<file path="src/rtl/channel_scan_sequencer_pkg.sv">
// Shared definitions for the channel scan sequencer.
//   SEL_W_DEF / DWELL_W_DEF : default widths of the channel index and dwell input
//   state_t                 : scan FSM state encoding (ST_IDLE=0, ST_RUN=1)
package channel_scan_sequencer_pkg;

  localparam int SEL_W_DEF   = 3;
  localparam int DWELL_W_DEF = 8;

  typedef enum logic {
    ST_IDLE = 1'b0,
    ST_RUN  = 1'b1
  } state_t;

endpackage

</file>
<file path="src/rtl/channel_scan_sequencer_scan_next_sel.sv">
// Circular next-set-bit search used to pick the next channel to scan.
// Ports:
//   cur     in  SEL_W  current channel index (search starts strictly after it)
//   mask    in  N_CH   1 = channel eligible
//   nxt     out SEL_W  first eligible channel after cur, wrapping around to cur itself
//   found   out 1      at least one eligible channel exists
//   wrapped out 1      the chosen index is not above cur (frame restarted)
module channel_scan_sequencer_scan_next_sel
  import channel_scan_sequencer_pkg::*;
#(
  parameter  int SEL_W = SEL_W_DEF,
  localparam int N_CH  = 2**SEL_W
) (
  input  logic [SEL_W-1:0] cur,
  input  logic [N_CH-1:0]  mask,
  output logic [SEL_W-1:0] nxt,
  output logic             found,
  output logic             wrapped
);

  logic [SEL_W-1:0] idx;

  always_comb begin
    nxt   = cur;
    found = 1'b0;
    idx   = cur;
    // Walk from the farthest offset down to the nearest so the closest hit
    // is the one that sticks. Offset N_CH truncates to 0, i.e. cur itself,
    // which makes a single-bit mask reload the same channel.
    for (int i = N_CH; i >= 1; i--) begin
      idx = cur + SEL_W'(i);
      if (mask[idx]) begin
        nxt   = idx;
        found = 1'b1;
      end
    end
  end

  assign wrapped = found && (nxt <= cur);

endmodule

</file>
<file path="src/rtl/channel_scan_sequencer.sv">
// Channel scan sequencer: drives a rotating channel index into a 3-to-8
// decoder, holding each channel for a programmable dwell time.
// Build option: define SCAN_SKIP_EN to skip channels whose ch_mask bit is 0;
// without it ch_mask is ignored and the sequence is strictly 0..N_CH-1.
// Ports:
//   clk       in  1        rising-edge clock
//   rst       in  1        asynchronous active-high reset
//   start     in  1        begin scanning (honoured only when idle)
//   stop      in  1        halt at the end of the current dwell
//   dwell     in  DWELL_W  cycles per channel (0 behaves as 1), sampled at each load
//   ch_mask   in  N_CH     channel enables (SCAN_SKIP_EN only)
//   sel       out SEL_W    channel index
//   sel_valid out 1        sel is a live channel
//   tick      out 1        one-cycle pulse on every channel load
//   wrap      out 1        one-cycle pulse when a load restarts the frame
//   busy      out 1        scanning, including a pending stop
module channel_scan_sequencer
  import channel_scan_sequencer_pkg::*;
#(
  parameter  int SEL_W   = SEL_W_DEF,
  parameter  int DWELL_W = DWELL_W_DEF,
  localparam int N_CH    = 2**SEL_W
) (
  input  logic               clk,
  input  logic               rst,
  input  logic               start,
  input  logic               stop,
  input  logic [DWELL_W-1:0] dwell,
  input  logic [N_CH-1:0]    ch_mask,
  output logic [SEL_W-1:0]   sel,
  output logic               sel_valid,
  output logic               tick,
  output logic               wrap,
  output logic               busy
);

  // Counter reload value: max(dwell,1)-1.
  function automatic logic [DWELL_W-1:0] dwell_load(input logic [DWELL_W-1:0] d);
    return (d == '0) ? '0 : d - DWELL_W'(1);
  endfunction

  state_t             state_q, state_d;
  logic [SEL_W-1:0]   sel_q, sel_d;
  logic               valid_q, valid_d;
  logic               tick_q, tick_d;
  logic               wrap_q, wrap_d;
  logic               busy_q, busy_d;
  logic [DWELL_W-1:0] cnt_q, cnt_d;
  logic               stop_pend_q, stop_pend_d;

  logic [N_CH-1:0]    eff_mask;
  logic [SEL_W-1:0]   search_cur;
  logic [SEL_W-1:0]   nxt_sel;
  logic               nxt_found;
  logic               nxt_wrapped;

`ifdef SCAN_SKIP_EN
  assign eff_mask = ch_mask;
`else
  logic unused_ch_mask;
  assign unused_ch_mask = ^ch_mask;
  assign eff_mask       = '1;
`endif

  // From idle, searching after the top index lands on the lowest eligible channel.
  assign search_cur = (state_q == ST_IDLE) ? {SEL_W{1'b1}} : sel_q;

  channel_scan_sequencer_scan_next_sel #(
    .SEL_W (SEL_W)
  ) u_next_sel (
    .cur     (search_cur),
    .mask    (eff_mask),
    .nxt     (nxt_sel),
    .found   (nxt_found),
    .wrapped (nxt_wrapped)
  );

  always_ff @(posedge clk or posedge rst) begin
    if (rst) begin
      state_q     <= ST_IDLE;
      sel_q       <= '0;
      valid_q     <= 1'b0;
      tick_q      <= 1'b0;
      wrap_q      <= 1'b0;
      busy_q      <= 1'b0;
      cnt_q       <= '0;
      stop_pend_q <= 1'b0;
    end else begin
      state_q     <= state_d;
      sel_q       <= sel_d;
      valid_q     <= valid_d;
      tick_q      <= tick_d;
      wrap_q      <= wrap_d;
      busy_q      <= busy_d;
      cnt_q       <= cnt_d;
      stop_pend_q <= stop_pend_d;
    end
  end

  always_comb begin
    state_d     = state_q;
    sel_d       = sel_q;
    valid_d     = valid_q;
    tick_d      = 1'b0;
    wrap_d      = 1'b0;
    busy_d      = busy_q;
    cnt_d       = cnt_q;
    stop_pend_d = stop_pend_q;

    unique case (state_q)
      ST_IDLE: begin
        if (start && !stop && nxt_found) begin
          state_d     = ST_RUN;
          sel_d       = nxt_sel;
          valid_d     = 1'b1;
          tick_d      = 1'b1;
          busy_d      = 1'b1;
          cnt_d       = dwell_load(dwell);
          stop_pend_d = 1'b0;
        end
      end
      ST_RUN: begin
        if (cnt_q == '0) begin
          // A stop arriving on the final dwell cycle still halts here.
          if (stop_pend_q || stop || !nxt_found) begin
            state_d     = ST_IDLE;
            sel_d       = '0;
            valid_d     = 1'b0;
            busy_d      = 1'b0;
            cnt_d       = '0;
            stop_pend_d = 1'b0;
          end else begin
            sel_d  = nxt_sel;
            tick_d = 1'b1;
            wrap_d = nxt_wrapped;
            cnt_d  = dwell_load(dwell);
          end
        end else begin
          cnt_d = cnt_q - DWELL_W'(1);
          if (stop) begin
            stop_pend_d = 1'b1;
          end
        end
      end
      default: state_d = ST_IDLE;
    endcase
  end

  assign sel       = sel_q;
  assign sel_valid = valid_q;
  assign tick      = tick_q;
  assign wrap      = wrap_q;
  assign busy      = busy_q;

endmodule
</file>
<file path="config.mk">
export PLATFORM = sky130hd
export DESIGN_NAME = channel_scan_sequencer
export DESIGN_NICKNAME = d
export VERILOG_FILES = /design/src/rtl/channel_scan_sequencer_pkg.sv /design/src/rtl/channel_scan_sequencer_scan_next_sel.sv /design/src/rtl/channel_scan_sequencer.sv
export SDC_FILE = /design/constraint.sdc
export NUM_CORES = 1
export LEC_CHECK = 0
export ABC_CLOCK_PERIOD_IN_PS = 6700
export BUFFER_PORTS_ARGS = -buffer_cell sky130_fd_sc_hd__buf_2
export CORE_MARGIN = 3
export CORE_UTILIZATION = 27
export CTS_CLUSTER_SIZE = 30
export DETAILED_ROUTE_END_ITERATION = 16
export PLACE_DENSITY = 0.5
export SLEW_MARGIN = 20
export SYNTH_ARGS = -nofsm -noshare
export SYNTH_HDL_FRONTEND = slang
export SYNTH_SLANG_ARGS = --single-unit
</file>
<file path="constraint.sdc">
create_clock -name clk -period 6.7 [get_ports clk]
set_clock_uncertainty 0.2 [all_clocks]
set_input_delay 1.34 -clock clk [delete_from_list [all_inputs] [get_ports clk]]
set_output_delay 1.34 -clock clk [all_outputs]
set_load 0.02 [all_outputs]
</file>
==> run_results.csv, run 1 <==
group,metric,value,unit
floorplan,core,3799,um^2
detailed_routing,routedWlPerCell,13.44,um
yosys,yosys.area_share.simple,0.2197,
yosys,synth_top_family_by_area,"compound AO/OA/AOI/OAI gates",
grt,grt_start_max_net_pins,17,
detailed_routing,first_pass_iters,4,
detailed_routing,via_per_inst,5.253,
setup_path,crit_chain,"buf_2 -> or3b_2 -> a21boi_0 -> o41ai_1",
clock_network,clkTransAtPathRegs,0.07,ns
placed_design,gp_congestion,0.8084,
timing,layout_worst_path_cycle_share,0.4025,
detailed_routing,ant_nets,0,
clock_network,cts_root_buf,"clkbuf_8",
yosys,ys_warn_count,0,
setup_path,cp-end-kind,"register",
floorplan,rows,22,
yosys,synth-xor-area-share,0.03964,
clock_network,cts.repair.resized,0,
timing,timing.slew.headroom,0.4166,
setup_path,cp.required,6.65,ns
yosys,synth_area_leader_cell,"dfrtp_1",
timing,rsz0062_at_grt,"false",
clock_network,cts_buffers,3,
grt,grt-ovfl-total,0,
clock_network,post_cts_buffers,0,
timing,final_max_slew_viol_count,0,
outcome,status,"completed",
setup_path,arrival,2.65,ns
floorplan,die_area,4895,um^2
pwr,power,0.2043,mW
timing,clock.fmax,370.9,MHz
timing,fin_setup_tns,0,ns
setup_path,cp_slowest_cell,"or3b_2",
clock_network,insertion_delay,0.26,ns
cells_and_area,drive_above_1_share,0.2029,
grt,grt_pass1_wl,4.098,mm
floorplan,io_pins,27,
run,maxCapViolations,0,
grt,antenna_found_initial,0,
yosys,netlist_instances,121,
placed_design,hpwlAfterDp,1.894,mm
pwr,p_leak,0.5587,nW
detailed_routing,wirelength,2.499,mm
yosys,synth_seq_area_share,0.3624,
detailed_routing,route.detailed.drc,0,
clock_network,clock_sinks,16,
floorplan,die_width,69.97,um
clock_network,clockBufferDepth,2,
yosys,ys_ff_latch,16,
setup_path,start_kind,"input pin",
timing,setup_violations,0,
yosys,synthDistinctLibCells,41,
pwr,peakVddDrop,68.51,uV
yosys,syn_area,1105,um^2
floorplan,die_y,69.97,um
setup_path,cp_max_fo,9,
yosys,synth_area_leaders,"dfrtp_1 (36%), ha_1 (6.8%), nand2_1 (4.4%)",
pwr,p_per_area,159.8,nW/um^2
placed_design,postPlaceCellArea,1224,um^2
yosys,synth_fa_ha_area_frac,0.06795,
timing,hold_violations,0,
yosys,muxShareOfSynthArea,0,
setup_path,crit_type,"in2reg",
cells_and_area,nets,165,
setup_path,max_stage_delay,0.55,ns
hold_path,holdCritPathClass,"reg2reg",
yosys,postSynthNetCount,147,
cells_and_area,area_delta_synth_final,15.74,%
timing,hold-worst-slack,0.3270,ns
placed_design,portBuffers,18,
timing,max_slew.worst_pin.slew,0.8629,ns
timing,fin_crit,2.696,ns
clock_network,cts_hold_buffers,0,
grt,grt_pass1_vias,920,
grt,grt_util_all_layers,0.1058,
floorplan,start_util,0.2908,
detailed_routing,vias,977,
yosys,synth_top_area_share,0.3624,
cells_and_area,fin_area,1279,um^2
detailed_routing,drtIter0Drc,39,
cells_and_area,antenna_cells,0,
yosys,syn-mean-instance-area,9.131,um^2
yosys,synth_compound_area_frac,0.2412,
setup_path,r2r_slack,4.19,ns
clock_network,cts_htree_levels,1,
clock_network,cts_tree,"done",
## placed cells by master (no fill, tap or decap), types with 2 or more instances in the layout
master    count
buf_2        18
dfrtp_1      16
nand2_1      13
inv_1        12
nor2_1        8
ha_1          6
nand2b_1      5
nor4_1        5
o221ai_1      5
o21ai_0       5
xnor2_1       4
a21oi_1       4
clkbuf_8      4
nand3_1       2
or3b_2        2
nor4b_1       2
or4_1         2
a31oi_1       2
o311ai_0      2
o31a_1        2
## critical path, delay by kind of cell
family | cells | cell delay (ns)
simple gates | 1 | 0.55
compound gates | 2 | 0.60
buf+inv | 1 | 0.16
## metal layers
layer | vias up | track usage | part of all wire
met5 | - | 0 | 0
met4 | 0 | 0.09362 | 0.042
met3 | 8 | 0.02302 | 0.049
met2 | 31 | 0.1626 | 0.46
met1 | 456 | 0.1222 | 0.45
li1 | 482 | - | -
## cells in the mapped netlist, drive strengths merged
master and number:
dfrtp 16, a22oi 1, o31a 2, nand3 2, o221ai 5, nor2 8, a31oi 2, nand2b 5
a22o 1, a21oi 4, nor4 5, o311ai 2, nor4b 2, a21o 1, or3b 2, or3 1
ha 6, nand2 13, o21ai 7, buf 2, a211oi 1, o211ai 1, nor2b 1, nor3 1
xnor2 4, or4 2, xor2 1, a2bb2oi 1, o41ai 3, or4b 2, o2111ai 1, clkbuf 3
a21boi 1, inv 12
## state kept, by name, summed over array words and instances (netlist names)
register / count
cnt_q: 8
tick: 1
state_q: 1
stop_pend_q: 1
busy: 1
sel: 3
wrap: 1
## cell families (layout without fill, tap and decap cells)
group                    after synthesis  count (layout)
XOR/XNOR                               5               5
AO/OA/AOI/OAI                         33              33
buffers and inverters                 17              34
adder cells (fa/ha/maj)                6               6
AND/OR/NAND/NOR                       44              44
flip-flops                            16              16
## power breakdown
| part | internal [mW] | leakage [nW] | switching (mW) | total, mW |
|---|---|---|---|---|
| registers | 0.0977 | 0.188 | 0.00126 | 0.0990 |
| clock network | 0.0522 | 0.0288 | 0.0350 | 0.0872 |
| logic | 0.00702 | 0.342 | 0.0110 | 0.0180 |
| total | 0.157 | 0.559 | 0.0473 | 0.204 |
## stage by stage
stage	util	worst slack [ns]	instances
2_1_floorplan	-	3.843	121
3_3_place_gp	0.3221	3.703	182
3_5_place_dp	0.3221	3.726	182
4_1_cts	0.3366	3.998	186
5_1_grt	0.3366	3.864	186
6_report	0.3366	4.004	186
## cell type report
type	instances	area [um^2]
clock buffer	4	55.05
fill	419	2520
inverter	12	45.04
multi-input combinational	88	628.1
sequential	16	400.4
tap	48	60.06
timing repair buffer	18	90.09
## path summary, 6_finish.rpt
| path | from | endpoint | cells after the start |
|---|---|---|---|
| worst max-delay path | stop | sel[0] | 4 |
| worst min-delay path | sel[0] | sel[0] | 2 |
| worst max register to register | cnt_q[0] | cnt_q[3] | 6 |
| worst min register to register | sel[0] | sel[0] | 2 |
| max in group asynchronous | rst | cnt_q[1] | 2 |
| min in group asynchronous | rst | sel[1] | 2 |
Note: power is estimated with default switching activity, not from simulation.
==> run 2: changes to the inputs <==
--- a/config.mk
+++ b/config.mk
@@ -5,7 +5,7 @@
 export SDC_FILE = /design/constraint.sdc
 export NUM_CORES = 1
 export LEC_CHECK = 0
-export ABC_CLOCK_PERIOD_IN_PS = 6700
+export ABC_CLOCK_PERIOD_IN_PS = 2500
 export BUFFER_PORTS_ARGS = -buffer_cell sky130_fd_sc_hd__buf_2
 export CORE_MARGIN = 3
 export CORE_UTILIZATION = 27
==> constraint.sdc (replaced) <==
create_clock -name clk -period 2.5 [get_ports clk]
set_clock_uncertainty 0.2 [all_clocks]
set_input_delay 0.5 -clock clk [delete_from_list [all_inputs] [get_ports clk]]
set_output_delay 0.5 -clock clk [all_outputs]
set_load 0.02 [all_outputs]
==> run_results.csv, run 2 (synthesis results as in run 1) <==
group,metric,value,unit
setup_path,crit_chain,"inv_1 -> ha_1 -> or4b_4 -> o41ai_4 -> o21ai_2 -> o221ai_1",
cells_and_area,final_common_cell,"buf_2",
cells_and_area,antenna_cells,0,
floorplan,io_pins,27,
timing,layout_worst_path_cycle_share,0.9349,
timing,final_max_slew_viol_count,0,
cells_and_area,fillCellCount,415,
placed_design,gp_congestion,0.8694,
setup_path,cp_max_fo,7,
detailed_routing,routedWlPerCell,13.62,um
timing,hold-worst-slack,0.1153,ns
clock_network,cts_buffers,3,
grt,grt_pass1_vias,984,
cells_and_area,final_cells,193,
setup_path,path_delay_family,"compound AO/OA/AOI/OAI gates",
setup_path,ff2ff_path_depth,6,
clock_network,cts_root_buf,"clkbuf_8",
run,maxCapViolations,0,
pwr,p_leak,0.5956,nW
timing,clock.fmax,427.9,MHz
grt,grt-ovfl-total,0,
detailed_routing,drtIter0Drc,37,
timing,timing.slew.headroom,0.5820,
placed_design,postPlaceCellArea,1276,um^2
detailed_routing,via_per_inst,5.192,
setup_path,startpoint,"cnt_q[1]",
setup_path,start_kind,"register",
grt,grt_pass1_wl,4.519,mm
timing,fin_setup_tns,0,ns
setup_path,arrival,2.30,ns
clock_network,cts_hold_buffers,0,
setup_path,r2r_slack,0.16,ns
cells_and_area,drive_above_1_share,0.2414,
setup_path,cp_slowest_cell,"or4b_4",
clock_network,cts.repair.resized,0,
setup_path,crit_type,"reg2reg",
outcome,status,"completed",
timing,hold_violations,0,
timing,fin_crit,2.337,ns
cells_and_area,multi_input_area,628.1,um^2
cells_and_area,register_area,400.4,um^2
floorplan,rows,22,
floorplan,die_area,4895,um^2
setup_path,path_buf_inv,1,
cells_and_area,fin_area,1331,um^2
hold_path,holdCritPathClass,"in2async",
clock_network,clkTransAtPathRegs,0.07,ns
timing,max_slew.worst_pin.slew,0.6264,ns
clock_network,cts_tree,"done",
floorplan,die_width,69.97,um
pwr,peakVddDrop,157.1,uV
grt,grt_start_max_net_pins,17,
cells_and_area,area_delta_synth_final,20.50,%
floorplan,die_y,69.97,um
cells_and_area,nets,172,
cells_and_area,regMostFlops,"cnt_q",
detailed_routing,wirelength,2.628,mm
timing,rsz0062_at_grt,"false",
clock_network,cts_htree_levels,1,
detailed_routing,ant_nets,0,
placed_design,portBuffers,18,
grt,grt_util_all_layers,0.1128,
detailed_routing,route.detailed.drc,0,
clock_network,post_cts_buffers,0,
floorplan,core,3799,um^2
cells_and_area,most-common-layout-cells,"buf_2 (18), dfrtp_1 (16), nand2_1 (13), inv_1 (12), nor2_1 (8)",
clock_network,clockBufferDepth,2,
setup_path,r2r-start,"cnt_q[1]",
setup_path,max_stage_delay,0.52,ns
cells_and_area,largest_register_ffs,8,
pwr,p_per_area,410.9,nW/um^2
setup_path,cp-end-kind,"register",
setup_path,r2r-end,"cnt_q[0]",
timing,setup_violations,0,
setup_path,cp.required,2.46,ns
detailed_routing,vias,1002,
placed_design,hpwlAfterDp,1.996,mm
grt,antenna_found_initial,0,
placed_design,dp_cells,189,
clock_network,clock_sinks,16,
floorplan,start_util,0.2908,
clock_network,insertion_delay,0.25,ns
detailed_routing,first_pass_iters,4,
## run 2: cell types whose count changed in the layout (fill, tap and decap cells not counted)
cell | before | now
buf_4 | 0 | 7
## run 2: area by class of cell
cell class	count	area share
multi-input combinational	88	0.4718
clock buffer	4	0.04135
timing repair buffer	25	0.1071
inverter	12	0.03383
sequential	16	0.3008
tap	48	0.04511
## run 2: metrics by stage
stage / total power [mW] / setup slack [ns] / util
finish: 0.5470 / 0.1628 / 0.3505
global route: 0.5755 / 0.05126 / 0.3505
CTS: 0.5559 / 0.1510 / 0.3505
detailed placement: 0.3195 / 0.1679 / 0.3360
global placement: 0.3184 / 0.1739 / 0.3360
floorplan: 0.2990 / 0.3473 / -
## run 2: power breakdown
part / internal (mW) / switching, mW / leakage, nW
Clock: 0.140 / 0.0935 / 0.0288
Sequential: 0.262 / 0.00334 / 0.188
Combinational: 0.0188 / 0.0296 / 0.379
Total: 0.421 / 0.126 / 0.596
## run 2: worst reg2reg max path, stage by stage (launching register included)
cell,delay (ns)
dfrtp_1,0.42
inv_1,0.09
ha_1,0.22
or4b_4,0.52
o41ai_4,0.38
o21ai_2,0.19
o221ai_1,0.22
## run 2: worst max-delay path by stage
stage / to / slack [ns] / cells past startpoint
final: cnt_q[0] / 0.16 / 6
after global routing: cnt_q[1] / 0.05 / 6
after CTS: cnt_q[0] / 0.15 / 6
after detailed placement: cnt_q[4] / 0.17 / 6
after global placement: cnt_q[6] / 0.17 / 6
after floorplan: cnt_q[3] / 0.35 / 6
## run 2: layer usage
layer	routed length, um	part of all wire	global-route usage	vias up
met4	45	0.017	0.04255	0
met5	0	0	0	-
met3	121	0.046	0.02014	4
met1	1287	0.49	0.1538	476
met2	1174	0.45	0.1763	30
li1	-	-	-	492
==> run 3: changes to the inputs <==
--- a/config.mk
+++ b/config.mk
@@ -7,11 +7,13 @@
 export LEC_CHECK = 0
 export ABC_CLOCK_PERIOD_IN_PS = 2500
 export BUFFER_PORTS_ARGS = -buffer_cell sky130_fd_sc_hd__buf_2
+export CELL_PAD_IN_SITES_DETAIL_PLACEMENT = 1
+export CELL_PAD_IN_SITES_GLOBAL_PLACEMENT = 2
 export CORE_MARGIN = 3
 export CORE_UTILIZATION = 27
 export CTS_CLUSTER_SIZE = 30
 export DETAILED_ROUTE_END_ITERATION = 16
-export PLACE_DENSITY = 0.5
+export PLACE_DENSITY = 0.73
 export SLEW_MARGIN = 20
 export SYNTH_ARGS = -nofsm -noshare
 export SYNTH_HDL_FRONTEND = slang
==> run_results.csv, run 3 (synthesis results as in run 1) <==
group,metric,value,unit
outcome,status,"completed",
floorplan,die_width,69.97,um
timing,max_slew.worst_pin.slew,0.6629,ns
grt,top_usage_layer,"met2",
setup_path,crit_type,"reg2reg",
floorplan,die_y,69.97,um
cells_and_area,regMostFlops,"cnt_q",
cells_and_area,postLayoutCoreUtil,0.3485,
cells_and_area,area_delta_synth_final,19.82,%
grt,antenna_found_initial,0,
clock_network,clock_sinks,16,
timing,layout_worst_path_cycle_share,0.9416,
timing,setup_violations,0,
timing,rsz0062_at_grt,"false",
grt,grt_util_all_layers,0.1231,
timing,hold_violations,0,
clock_network,cts_hold_buffers,0,
pwr,p_leak,0.5889,nW
timing,fin_crit,2.354,ns
setup_path,cp_max_fo,7,
setup_path,r2r-start,"cnt_q[1]",
cells_and_area,largest_register_ffs,8,
grt,grt-ovfl-total,0,
detailed_routing,via_per_inst,5.156,
clock_network,cts_htree_levels,1,
timing,fin_setup_tns,0,ns
cells_and_area,nets,171,
clock_network,clockBufferDepth,2,
pwr,p_sw_frac,0.2398,
clock_network,cts_buffers,3,
clock_network,cts_root_buf,"clkbuf_8",
hold_path,holdCritPathClass,"in2async",
floorplan,rows,22,
placed_design,portBuffers,18,
setup_path,r2r-end,"cnt_q[3]",
grt,grt_pass1_wl,4.912,mm
clock_network,clkTransAtPathRegs,0.07,ns
cells_and_area,most-common-layout-cells,"buf_2 (18), dfrtp_1 (16), nand2_1 (13), inv_1 (12), nor2_1 (8)",
grt,grt_pass1_vias,1048,
cells_and_area,antenna_cells,0,
setup_path,start_kind,"register",
cells_and_area,fillCellCount,466,
detailed_routing,ant_nets,0,
run,maxCapViolations,0,
placed_design,gp_congestion,0.7784,
detailed_routing,drtIter0Drc,56,
grt,grt_start_max_net_pins,17,
floorplan,start_util,0.2908,
pwr,peakVddDrop,257.7,uV
pwr,p_clk_frac,0.432,
timing,hold-worst-slack,0.1189,ns
pwr,p_sw,0.1327,mW
clock_network,cts.repair.resized,0,
floorplan,core,3799,um^2
cells_and_area,final_common_cell,"buf_2",
detailed_routing,first_pass_iters,4,
pwr,p_int,0.4207,mW
timing,timing.slew.headroom,0.5581,
setup_path,r2r_slack,0.15,ns
setup_path,cp.required,2.47,ns
detailed_routing,route.detailed.drc,0,
detailed_routing,wirelength,2.907,mm
clock_network,insertion_delay,0.26,ns
setup_path,startpoint,"cnt_q[1]",
cells_and_area,drive_above_1_share,0.2361,
setup_path,ff2ff_path_depth,6,
setup_path,arrival,2.33,ns
clock_network,cts_tree,"done",
setup_path,cp-end-kind,"register",
grt,use_met1,0.1570,
pwr,p_comb_frac,0.089,
placed_design,hpwlAfterDp,2.315,mm
grt,met3_usage,0.03022,
timing,final_max_slew_viol_count,0,
pwr,p_per_area,418.1,nW/um^2
clock_network,post_cts_buffers,0,
floorplan,die_area,4895,um^2
timing,clock.fmax,424.8,MHz
grt,use_met2,0.2099,
detailed_routing,vias,990,
pwr,seq_power_share,0.479,
detailed_routing,routedWlPerCell,15.14,um
floorplan,io_pins,27,
[run 3: cell count changes in the layout (fill, tap and decap cells not counted), sizes merged]
cell,before,now
buf,25,24
[run 3: power by group through the flow]
| stage | sequential [mW] | clock [mW] | combinational [mW] |
|---|---|---|---|
| 3_5_place_dp | 0.270 | 0 | 0.0502 |
| 2_1_floorplan | 0.272 | 0 | 0.0270 |
| 6_report | 0.265 | 0.239 | 0.0491 |
| 5_1_grt | 0.266 | 0.251 | 0.0557 |
| 3_3_place_gp | 0.270 | 0 | 0.0489 |
| 4_1_cts | 0.265 | 0.244 | 0.0502 |
[run 3: final cells by class]
cell class | count | area, um^2 | area share
clock buffer | 4 | 55.05 | 0.04159
timing repair buffer | 24 | 135.1 | 0.1021
tap | 48 | 60.06 | 0.04537
inverter | 12 | 45.04 | 0.03403
sequential | 16 | 400.4 | 0.3025
multi-input combinational | 88 | 628.1 | 0.4745
[run 3: metal layers]
metal  vias up  wire length (um)
met2         6              1518
met1       488              1310
met5         -                 0
li1        494                 -
met3         2                62
met4         0                15
[run 3: how the worst max path moves through the flow]
| stage | end | slack (ns) | cells past startpoint |
|---|---|---|---|
| finish | cnt_q[3] | 0.15 | 6 |
| global route | cnt_q[4] | 0.009 | 6 |
| CTS | cnt_q[0] | 0.14 | 6 |
| detailed placement | cnt_q[0] | 0.15 | 6 |
| global placement | cnt_q[0] | 0.20 | 6 |
| floorplan | cnt_q[3] | 0.35 | 6 |
[run 3: critical path: stages (launching register included)]
cell and delay [ns]:
dfrtp_1 0.42, inv_1 0.10, ha_1 0.23, or4b_4 0.53
o41ai_4 0.39, o21ai_2 0.19, o221ai_1 0.21
[run 3: metrics by stage]
step | instance area, um^2 | total power, mW | setup slack, ns | cells
after floorplan | 1105 | 0.2990 | 0.3473 | 121
after global placement | 1269 | 0.3188 | 0.1953 | 188
after detailed placement | 1269 | 0.3204 | 0.1500 | 188
after CTS | 1324 | 0.5595 | 0.1350 | 192
after global routing | 1324 | 0.5730 | 0.008645 | 192
final | 1324 | 0.5534 | 0.1461 | 192
